$ cat src/rtl/des_pkg.sv
// rtl/des_pkg.sv - DES key-schedule permutation tables, shift schedule and state encoding
package des_pkg;

    // Entries use DES numbering: bit 1 is the MSB of the source vector.
    localparam int PC1_TBL [56] = '{
        57, 49, 41, 33, 25, 17,  9,
         1, 58, 50, 42, 34, 26, 18,
        10,  2, 59, 51, 43, 35, 27,
        19, 11,  3, 60, 52, 44, 36,
        63, 55, 47, 39, 31, 23, 15,
         7, 62, 54, 46, 38, 30, 22,
        14,  6, 61, 53, 45, 37, 29,
        21, 13,  5, 28, 20, 12,  4
    };

    localparam int PC2_TBL [48] = '{
        14, 17, 11, 24,  1,  5,
         3, 28, 15,  6, 21, 10,
        23, 19, 12,  4, 26,  8,
        16,  7, 27, 20, 13,  2,
        41, 52, 31, 37, 47, 55,
        30, 40, 51, 45, 33, 48,
        44, 49, 39, 56, 34, 53,
        46, 42, 50, 36, 29, 32
    };

    localparam logic [1:0] SHIFT_TBL [16] = '{
        2'd1, 2'd1, 2'd2, 2'd2, 2'd2, 2'd2, 2'd2, 2'd2,
        2'd1, 2'd2, 2'd2, 2'd2, 2'd2, 2'd2, 2'd2, 2'd1
    };

    localparam logic [1:0] ST_IDLE = 2'd0;
    localparam logic [1:0] ST_GEN  = 2'd1;
    localparam logic [1:0] ST_DONE = 2'd2;

endpackage

$ cat src/rtl/des_pc2.sv
// rtl/des_pc2.sv - combinational PC-2 compression of the 56-bit {C,D} register into a subkey
module des_pc2
    import des_pkg::*;
(
    input  logic [55:0] cd,
    output logic [47:0] subkey
);

    genvar i;
    generate
        for (i = 0; i < 48; i++) begin : g_bit
            assign subkey[47-i] = cd[56 - PC2_TBL[i]];
        end
    endgenerate

endmodule

$ cat src/rtl/des_key_schedule.sv
// rtl/des_key_schedule.sv - sequential DES key schedule producing 16 registered subkeys
module des_key_schedule
    import des_pkg::*;
(
    input  logic        clk,
    input  logic        rst,
    input  logic        key_valid,
    output logic        key_ready,
    input  logic [63:0] key,
    input  logic        decrypt,
    output logic        keys_valid,
    output logic [47:0] subkey_0,
    output logic [47:0] subkey_1,
    output logic [47:0] subkey_2,
    output logic [47:0] subkey_3,
    output logic [47:0] subkey_4,
    output logic [47:0] subkey_5,
    output logic [47:0] subkey_6,
    output logic [47:0] subkey_7,
    output logic [47:0] subkey_8,
    output logic [47:0] subkey_9,
    output logic [47:0] subkey_10,
    output logic [47:0] subkey_11,
    output logic [47:0] subkey_12,
    output logic [47:0] subkey_13,
    output logic [47:0] subkey_14,
    output logic [47:0] subkey_15
);

    logic [1:0]  state;
    logic [27:0] c_r, d_r;
    logic [27:0] c_rot, d_rot;
    logic [3:0]  rnd;
    logic [3:0]  slot;
    logic        dec_r;
    logic [55:0] pc1_key;
    logic [47:0] pc2_out;
    logic [47:0] sk [16];
    logic        unused_parity;

    assign key_ready = (state != ST_GEN);
    assign unused_parity = ^{key[56], key[48], key[40], key[32],
                             key[24], key[16], key[8], key[0]};

    always_comb begin
        pc1_key = '0;
        for (int i = 0; i < 56; i++) begin
            pc1_key[55-i] = key[64 - PC1_TBL[i]];
        end
    end

    always_comb begin
        if (SHIFT_TBL[rnd] == 2'd2) begin
            c_rot = {c_r[25:0], c_r[27:26]};
            d_rot = {d_r[25:0], d_r[27:26]};
        end else begin
            c_rot = {c_r[26:0], c_r[27]};
            d_rot = {d_r[26:0], d_r[27]};
        end
    end

    // Decryption fills the slots back-to-front so the network can stay unchanged.
    assign slot = dec_r ? (4'd15 - rnd) : rnd;

    des_pc2 u_pc2 (
        .cd     ({c_rot, d_rot}),
        .subkey (pc2_out)
    );

    always_ff @(posedge clk) begin
        if (rst) begin
            state      <= ST_IDLE;
            c_r        <= '0;
            d_r        <= '0;
            rnd        <= '0;
            dec_r      <= 1'b0;
            keys_valid <= 1'b0;
            for (int i = 0; i < 16; i++) begin
                sk[i] <= '0;
            end
        end else if (key_valid && key_ready) begin
            c_r        <= pc1_key[55:28];
            d_r        <= pc1_key[27:0];
            dec_r      <= decrypt;
            rnd        <= '0;
            keys_valid <= 1'b0;
            state      <= ST_GEN;
        end else if (state == ST_GEN) begin
            c_r      <= c_rot;
            d_r      <= d_rot;
            sk[slot] <= pc2_out;
            rnd      <= rnd + 4'd1;
            if (rnd == 4'd15) begin
                state      <= ST_DONE;
                keys_valid <= 1'b1;
            end
        end
    end

    assign subkey_0  = sk[0];
    assign subkey_1  = sk[1];
    assign subkey_2  = sk[2];
    assign subkey_3  = sk[3];
    assign subkey_4  = sk[4];
    assign subkey_5  = sk[5];
    assign subkey_6  = sk[6];
    assign subkey_7  = sk[7];
    assign subkey_8  = sk[8];
    assign subkey_9  = sk[9];
    assign subkey_10 = sk[10];
    assign subkey_11 = sk[11];
    assign subkey_12 = sk[12];
    assign subkey_13 = sk[13];
    assign subkey_14 = sk[14];
    assign subkey_15 = sk[15];

endmodule

$ cat config.mk
export PLATFORM = sky130hd
export DESIGN_NAME = des_key_schedule
export DESIGN_NICKNAME = d
export VERILOG_FILES = /design/src/rtl/des_pkg.sv /design/src/rtl/des_pc2.sv /design/src/rtl/des_key_schedule.sv
export SDC_FILE = /design/constraint.sdc
export NUM_CORES = 1
export LEC_CHECK = 0
export BUFFER_PORTS_ARGS = -buffer_cell sky130_fd_sc_hd__buf_2
export CORE_AREA = 4 4 325 327
export DETAILED_ROUTE_END_ITERATION = 8
export DIE_AREA = 0 0 329 331
export PLACE_DENSITY = 0.5
export SYNTH_ARGS = -nofsm -noshare
export SYNTH_HDL_FRONTEND = slang
export SYNTH_SLANG_ARGS = --single-unit
$ cat constraint.sdc
create_clock -name clk -period 6.7 [get_ports clk]
set_clock_uncertainty 0.15 [all_clocks]
set_input_delay 0.67 -clock clk [delete_from_list [all_inputs] [get_ports clk]]
set_output_delay 0.67 -clock clk [all_outputs]
set_load 0.02 [all_outputs]
Yosys cells after proc, flatten, opt, wreduce, memory -nomap -nowiden
Memories as Yosys holds them, arrays and structs flattened.
Index checks and enable logic that the tools add are counted.
{ "word_totals": {"register_bits": 63, "ram_bits": 768, "rom_bits": 32, "wordCells": 44, "mem_count": 2} }
{ "op_classes": {"addsub": 2, "order_cmp": 1, "n_eq_ne": 4, "mux": 21, "bitwise_logic": 1, "reduce_logical": 7} }
{ "mem_list": {"columns": ["name", "depth", "word_bits", "rd", "rd_ports_with_merged_regs", "wr", "line", "rtl"], "rows": [
  ["sk", 16, 48, 16, 0, 16, "des_key_schedule.sv:38", "logic [47:0] sk [16];"],
  ["(name not given)", 16, 2, 1, 0, 0, "des_key_schedule.sv:53", "if (SHIFT_TBL[rnd] == 2'd2) begin"]
]} }
{ "op_table": {"columns": ["op", "n"], "rows": [
  ["28-bit 2-to-1 mux", 6],
  ["48-bit 2-to-1 mux", 1],
  ["48-bit OR reduction", 1],
  ["1-bit 2-to-1 mux", 10],
  ["4-bit 2-to-1 mux", 2],
  ["5-bit >= comparator, second input constant", 1],
  ["4-bit inverter with 5-bit output", 1],
  ["4-bit by 1-bit adder with 4-bit output, second input constant", 1],
  ["4-bit equality test, second input constant", 1],
  ["2-bit 2-to-1 mux", 2],
  ["2-bit AND reduction", 2],
  ["2-bit nonzero test", 2],
  ["4-bit subtractor, first input constant", 1],
  ["2-bit by 1-bit equality test with 1-bit output, second input constant", 1],
  ["2-bit equality test, second input constant", 1],
  ["2-bit by 1-bit != test with 1-bit output, second input constant", 1],
  ["2-bit OR reduction", 1],
  ["1-bit logical AND", 1]
]} }

Logic depth before layout (Yosys ltp)
Gate-level depths: netlist (run 1).
{ "depth": {"depth_word": 8, "mapped_depth": 10} }

By module
A second synthesis (run 1) with hierarchy kept.
{ "hier_totals": {"hier_cells": 2173, "area_unflattened_um2": 31119.8} }
{ "by_module_without_submodules": {"columns": ["mod", "n_inst", "cells_per_inst", "area_per_inst_um2", "seq_area_each_um2"], "rows": [
  ["des_key_schedule", 1, 2125, 30759.5, 24323.3],
  ["des_pc2", 1, 48, 360.3, 0.0]
]} }

Worst setup path after synthesis (run 1)
OpenSTA, ideal clock, no wires.
{ "synth_timing": {"path_type": "input-to-reg", "startpoint": "input rst", "endpoint": "memory sk[3][0] (enable)", "setup_time_ps": 407, "t_arrival_ps": 2972, "slack_ps": 3172, "stages": 6, "n_path_buf": 2, "path_cell_list": "or3b_2 a21oi_1 nand2_1 clkbuf_1 buf_1 nand2_1"} }
{ "synth_rtl": {"columns": ["item", "line", "rtl"], "rows": [
  ["start, declared", "des_key_schedule.sv:6", "input logic rst,"],
  ["end, declared", "des_key_schedule.sv:38", null]
]} }

==> results of run 1 <==
worst paths after layout:
check | to | slack (ns) | cells after the start
worst max-delay path | sk[13][13] | 2.93 | 7
worst min-delay path | d_r[12] | 0.10 | 3
worst min register to register | state[0] | 0.37 | 1
worst max register to register | sk[13][13] | 2.93 | 7
final cells by class:
type	count	area, µm²	area share (%)
multi-input cells	1080	5720	14.5
well taps	1380	1730	4.39
clock buffers	118	2400	6.10
inverters	5	18.8	0.0477
flip-flops and latches	831	24300	61.8
clock inverters	51	477	1.21
diodes	19	47.5	0.121
repair buffers	891	4630	11.8
registers in the layout, summed over array words and instances (netlist names):
name	flops
c_r	28
state	2
d_r	28
dec_r	1
rnd	4
sk	768
kinds of logic (layout without fill, tap and decap cells):
group / after synthesis / after routing / synth area share [%]
and+or+nand+nor: 882 / 882 / 11.1
DFF: 831 / 831 / 80.2
buffers and inverters: 176 / 1065 / 2.52
AOI/OAI and AO/OA: 127 / 127 / 3.37
muxes: 67 / 67 / 2.64
adders and majority gates: 4 / 4 / 0.165
other: 0 / 19 / 0
routing by layer:
metal  part of all wire, %  up-vias
met5                 0.080        -
met4                   3.1       16
met3                   7.7      184
met2                    50      849
met1                    40    10223
li1                      -     8965
synthesized netlist by cell type:
cell,instances
buf_8,3
nand2b_1,2
o21bai_1,1
or4b_1,1
or3_1,1
edfxtp_1,768
ha_1,4
nand2_1,84
mux2i_2,32
inv_1,5
o211a_1,1
nor2_1,775
clkbuf_1,115
buf_2,41
or3b_2,5
a21oi_1,66
nand3b_1,4
a221oi_2,32
nor2b_1,1
buf_4,1
or2_2,1
dfxtp_1,63
buf_6,2
buf_1,9
nor3_1,2
a221oi_1,16
nand4_1,1
mux2i_1,27
mux2_2,8
o21ai_0,11
nand3_1,5
critical path, delay by kind of cell, from the launching register on:
kind | cells | cell delay, ns
DFF | 1 | 0.53
buffers and inverters | 2 | 0.59
adders and majority gates | 1 | 0.20
muxes | 1 | 1.09
and+or+nand+nor | 3 | 0.77
power breakdown:
part / switching, mW / total [mW] / internal (mW)
Combinational: 0.870 / 1.12 / 0.255
Sequential: 0.0914 / 5.95 / 5.86
Clock: 2.12 / 4.90 / 2.78
==> qor.log, run 1 <==
[sta] Tightest Pin Transition 1.21 ns
[place] cell area reported after detailed placement 0.0364 mm²
[global_route] grt met2 use 34.2%
[worst_hold_path] HP Start key[58]
[yosys] count of synthesis-stage warnings from yosys 0
[clock_tree] clock root buffer clkbuf_16
[global_route] global-route usage over all layers 20.2%
[sta] hold slack final 0.104 ns
[critical_path] Critical Path Sink Type register
[place] count of placed standard cells including taps 4187
[die] initial core utilization 29.5%
[detailed_routing] count of unresolved DRC violations after routing 0
[critical_path] data arrival time of the worst path 3.98 ns
[worst_hold_path] Hold/Removal Path Class input port to register
[clock_tree] CTS Sinks 831
[global_route] global-route wire length before repair 155 mm
[die] width of the die 329 µm
[clock_tree] clock tree buffer depth 3
[sta] worst slew margin relative to its limit 17.6%
[clock_tree] number of hold buffers added after CTS 0
[sta] Final Hold Fails 0
[finish] Layout area overhead 29.7%
[global_route] Congestion Overflow GR 0
[yosys] cell area after synthesis 0.0303 mm²
[finish] most frequent standard cell in the layout excluding fill and tap cells buf_2
[detailed_routing] number of violations reported at the end of detailed-routing iteration 0 1692
[detailed_routing] Via-to-Cell Ratio 4.63
[finish] share of layout cells above drive strength 1 38.4%
[finish] count of fill cells added during filler insertion 9994
[sta] Setup WS post-layout 2.93 ns
[detailed_routing] average routed wire per standard cell 26.2 µm
[finish] total non-filler cell area in the finished layout 0.0393 mm²
[status] outcome completed
[global_route] largest net degree at the start of global routing 87
[critical_path] FF-to-FF Start rnd[0]
[clock_tree] total of cells resized after clock tree synthesis 0
[clock_tree] clock buffer count from CTS 91
[critical_path] data required time at the worst endpoint 6.91 ns
[clock_tree] Post CTS Setup Buffer Count 0
[critical_path] crit-path max FO 56
[global_route] number of antenna violations at the first check in global routing 25
[global_route] global routing's busiest layer met2
[sta] summed negative setup slack over all endpoints 0 ns
[finish] final core utilization 38.2%
[sta] RSZ-0062 raised after global routing false
[detailed_routing] Pre-Repair DR Iteration Count 5
[global_route] vias in the first global route 19637
[global_route] global-route track usage on met1 25.0%
[die] floorplan core area 0.103 mm²
[sta] Max Slew Vio Count 0
[place] half-perimeter wire length of the detailed placement result 75.4 mm
[place] count of port buffers added during placement 829
[yosys] flip-flop and latch count after synthesis 831
[critical_path] CP Launch Type register
[critical_path] beginning of the critical path rnd[0]
[yosys] post-synthesis cell type with the largest combined area edfxtp_1
[die] Total Die Area 0.109 mm²
[critical_path] slowest stage delay, CP 1.09 ns
[sta] min Tclk post-route 3.77 ns
[critical_path] series of cell instances along the critical path inv_1 -> ha_1 -> or4b_1 -> nand3_4 -> buf_12 -> mux2i_4 -> nor2_1
[finish] highest-count cells in the layout ignoring fill and taps buf_2, nor2_1, edfxtp_1
[yosys] portion of synthesized cell area occupied by the leading cell type 76.0%
[detailed_routing] total via count in the routed design 20237
[yosys] Post-Syn Instances 2087
[pwr] Peak supply drop 0.225 mV
[yosys] Post-Synthesis Net Count 2159
[sta] final worst-path cycle share 56.2%
[clock_tree] clock-pin slew of the registers on the worst-case setup and hold paths 0.06 ns
[clock_tree] TritonCTS clock tree yes
[yosys] top cells by area, synth edfxtp_1, nor2_1, dfxtp_1
[global_route] fraction of met3 tracks used by global routing 5.75%
[detailed_routing] routed wire length 115 mm
[place] minimum setup slack after placement 2.53 ns
[sta] total setup violations reported at the end of the flow 0
[sta] Max Clock Freq 265 MHz
[die] height of the chip 331 µm
[die] FP Rows 118
[finish] Nets 2972
[yosys] distinct cell type count of the synthesized netlist 31
[critical_path] worst setup path class register to register
[clock_tree] clock network latency to the later pin of the worst-skew pair 0.67 ns
[detailed_routing] number of nets with antenna violations after routing 0
[finish] non-filler instance count after layout 4375
[yosys] sequential share of the synthesized area 80.2%
[critical_path] Worst path slowest cell mux2i_4
[run] max-cap check violation count 0
[pwr] static leakage 15.2 nW
[pwr] post-layout power 12.0 mW
[die] top-level I/O count 838
[clock_tree] maximum level of the CTS H-tree 3
[yosys] average footprint of a synthesized cell 14.5 µm²
[place] RePlAce Congestion 0.760
[pwr] Power per Cell Area 305 mW/mm²
Note: power is estimated with default switching activity, not from simulation.
==> inputs of run 2 (changes only) <==
--- a/config.mk
+++ b/config.mk
@@ -9,7 +9,7 @@
 export CORE_AREA = 4 4 325 327
 export DETAILED_ROUTE_END_ITERATION = 8
 export DIE_AREA = 0 0 329 331
-export PLACE_DENSITY = 0.5
+export PLACE_DENSITY = 0.52
 export SYNTH_ARGS = -nofsm -noshare
 export SYNTH_HDL_FRONTEND = slang
 export SYNTH_SLANG_ARGS = --single-unit
==> constraint.sdc (replaced) <==
create_clock -name clk -period 3.4 [get_ports clk]
set_clock_uncertainty 0.15 [all_clocks]
set_input_delay 0.34 -clock clk [delete_from_list [all_inputs] [get_ports clk]]
set_output_delay 0.34 -clock clk [all_outputs]
set_load 0.02 [all_outputs]
==> run 2 against run 1 <==
Against the previous run:
- sequential power up 97%
- combinational power grew 120%
- critical path depth up 1
- first-iteration DRC count increased by 8.4%
- clock power up 89%
- fmax rose by 21%
- hold slack got worse by 0.028 ns
- wire length is 1.4% lower
- sequential share of layout area fell by 2.3 points
- design area grew 3.8%
- non-clock buffer count up 112
- largest cell class unchanged
==> qor.log, run 2 (synthesized netlist as in run 1, its figures left out) <==
[critical_path] Worst path slowest cell or4b_1
[place] cell area reported after detailed placement 0.0375 mm²
[pwr] Power per Cell Area 575 mW/mm²
[clock_tree] clock tree buffer depth 3
[die] height of the chip 331 µm
[finish] total non-filler cell area in the finished layout 0.0408 mm²
[critical_path] slowest stage delay, CP 0.55 ns
[sta] hold slack final 0.0758 ns
[finish] most frequent standard cell in the layout excluding fill and tap cells buf_2
[detailed_routing] total via count in the routed design 20769
[detailed_routing] number of violations reported at the end of detailed-routing iteration 0 1834
[finish] largest registers sk x768, c_r x28, d_r x28
[finish] area taken by flip-flops and latches 0.0243 mm²
[clock_tree] clock buffer count from CTS 89
[finish] highest-count cells in the layout ignoring fill and taps buf_2, nor2_1, edfxtp_1
[die] initial core utilization 29.5%
[status] outcome completed
[finish] Nets 3082
[sta] RSZ-0062 raised after global routing false
[clock_tree] maximum level of the CTS H-tree 3
[finish] Layout area overhead 34.6%
[run] max-cap check violation count 0
[global_route] Congestion Overflow GR 0
[finish] footprint of the multi-input gates 0.00573 mm²
[clock_tree] CTS Sinks 831
[place] minimum setup slack after placement 0.273 ns
[finish] non-filler instance count after layout 4467
[detailed_routing] routed wire length 113 mm
[sta] Final Hold Fails 0
[clock_tree] TritonCTS clock tree yes
[finish] register with the highest flop count sk
[place] count of port buffers added during placement 829
[detailed_routing] Pre-Repair DR Iteration Count 5
[die] FP Rows 118
[critical_path] Critical Path Sink Type register
[critical_path] CP Launch Type register
[global_route] global-route wire length before repair 155 mm
[global_route] vias in the first global route 20347
[place] RePlAce Congestion 0.752
[pwr] post-layout power 23.5 mW
[critical_path] series of cell instances along the critical path inv_1 -> ha_1 -> or4b_1 -> nand3_4 -> buf_12 -> mux2i_4 -> buf_4 -> nor2_1
[die] width of the die 329 µm
[global_route] largest net degree at the start of global routing 97
[clock_tree] clock root buffer clkbuf_16
[critical_path] crit-path max FO 32
[sta] Max Clock Freq 320 MHz
[critical_path] data arrival time of the worst path 3.35 ns
[finish] number of flip-flops under the largest register name 768
[sta] Tightest Pin Transition 1.07 ns
[detailed_routing] number of nets with antenna violations after routing 0
[place] count of placed standard cells including taps 4242
[finish] final core utilization 39.7%
[global_route] number of antenna violations at the first check in global routing 9
[detailed_routing] Via-to-Cell Ratio 4.65
[place] half-perimeter wire length of the detailed placement result 75.2 mm
[pwr] Peak supply drop 0.453 mV
[sta] Setup WS post-layout 0.276 ns
[die] Total Die Area 0.109 mm²
[die] floorplan core area 0.103 mm²
[pwr] static leakage 15.9 nW
[sta] min Tclk post-route 3.12 ns
[clock_tree] clock network latency to the later pin of the worst-skew pair 0.66 ns
[sta] Max Slew Vio Count 0
[global_route] global-route usage over all layers 19.9%
[sta] worst slew margin relative to its limit 28.3%
[sta] total setup violations reported at the end of the flow 0
[finish] count of fill cells added during filler insertion 9839
[critical_path] worst setup path class register to register
[critical_path] data required time at the worst endpoint 3.62 ns
[sta] summed negative setup slack over all endpoints 0 ns
[clock_tree] clock-pin slew of the registers on the worst-case setup and hold paths 0.06 ns
[detailed_routing] average routed wire per standard cell 25.3 µm
[sta] final worst-path cycle share 91.9%
[finish] share of layout cells above drive strength 1 38.8%
[worst_hold_path] Hold/Removal Path Class input port to register
[detailed_routing] count of unresolved DRC violations after routing 0
[die] top-level I/O count 838
## run 2: path summary, 6_finish.rpt
path | startpoint | cells after the start | end | slack [ns]
worst max-delay path | rnd[0] | 8 | sk[7][20] | 0.28
worst min-delay path | rst | 4 | c_r[19] | 0.08
worst max register to register | rnd[0] | 8 | sk[7][20] | 0.28
worst min register to register | state[1] | 2 | state[1] | 0.37
## run 2: repair_timing
item | 4_1_cts | 5_1_grt
hold buffers | 57 | 0
resized for setup | 0 | 0
endpoints found under the setup margin | 0 | 0
hold endpoints to repair | 57 | 0
setup buffers | 0 | 0
## run 2: per-layer routing
metal	up-vias	wire length, µm	global-route usage (%)
met5	-	0	0
met4	0	2830	5.27
met3	160	8340	4.37
met2	948	57000	34.6
met1	10492	44900	25.3
li1	9169	-	-
## run 2: final cells by class
type                       count  area share [%]
clock inverter                53           0.849
inverter                       5          0.0460
clock buffer                 111            5.86
multi-input combinational   1080            14.0
antenna                        4          0.0245
sequential                   831            59.6
tap                         1380            4.23
timing repair buffer        1003            15.4
## run 2: worst max-delay path, delay by kind of cell (launching register included)
| kind | cells | cell delay [ns] |
|---|---|---|
| adder cells (fa/ha/maj) | 1 | 0.21 |
| multiplexers | 1 | 0.37 |
| buffers and inverters | 3 | 0.76 |
| AND/OR/NAND/NOR | 3 | 0.77 |
| flip-flops | 1 | 0.52 |
## run 2: where the power goes
group | total [mW] | internal (mW) | switching, mW
Combinational | 2.48 | 0.736 | 1.75
Clock | 9.24 | 5.15 | 4.09
Sequential | 11.7 | 11.5 | 0.190
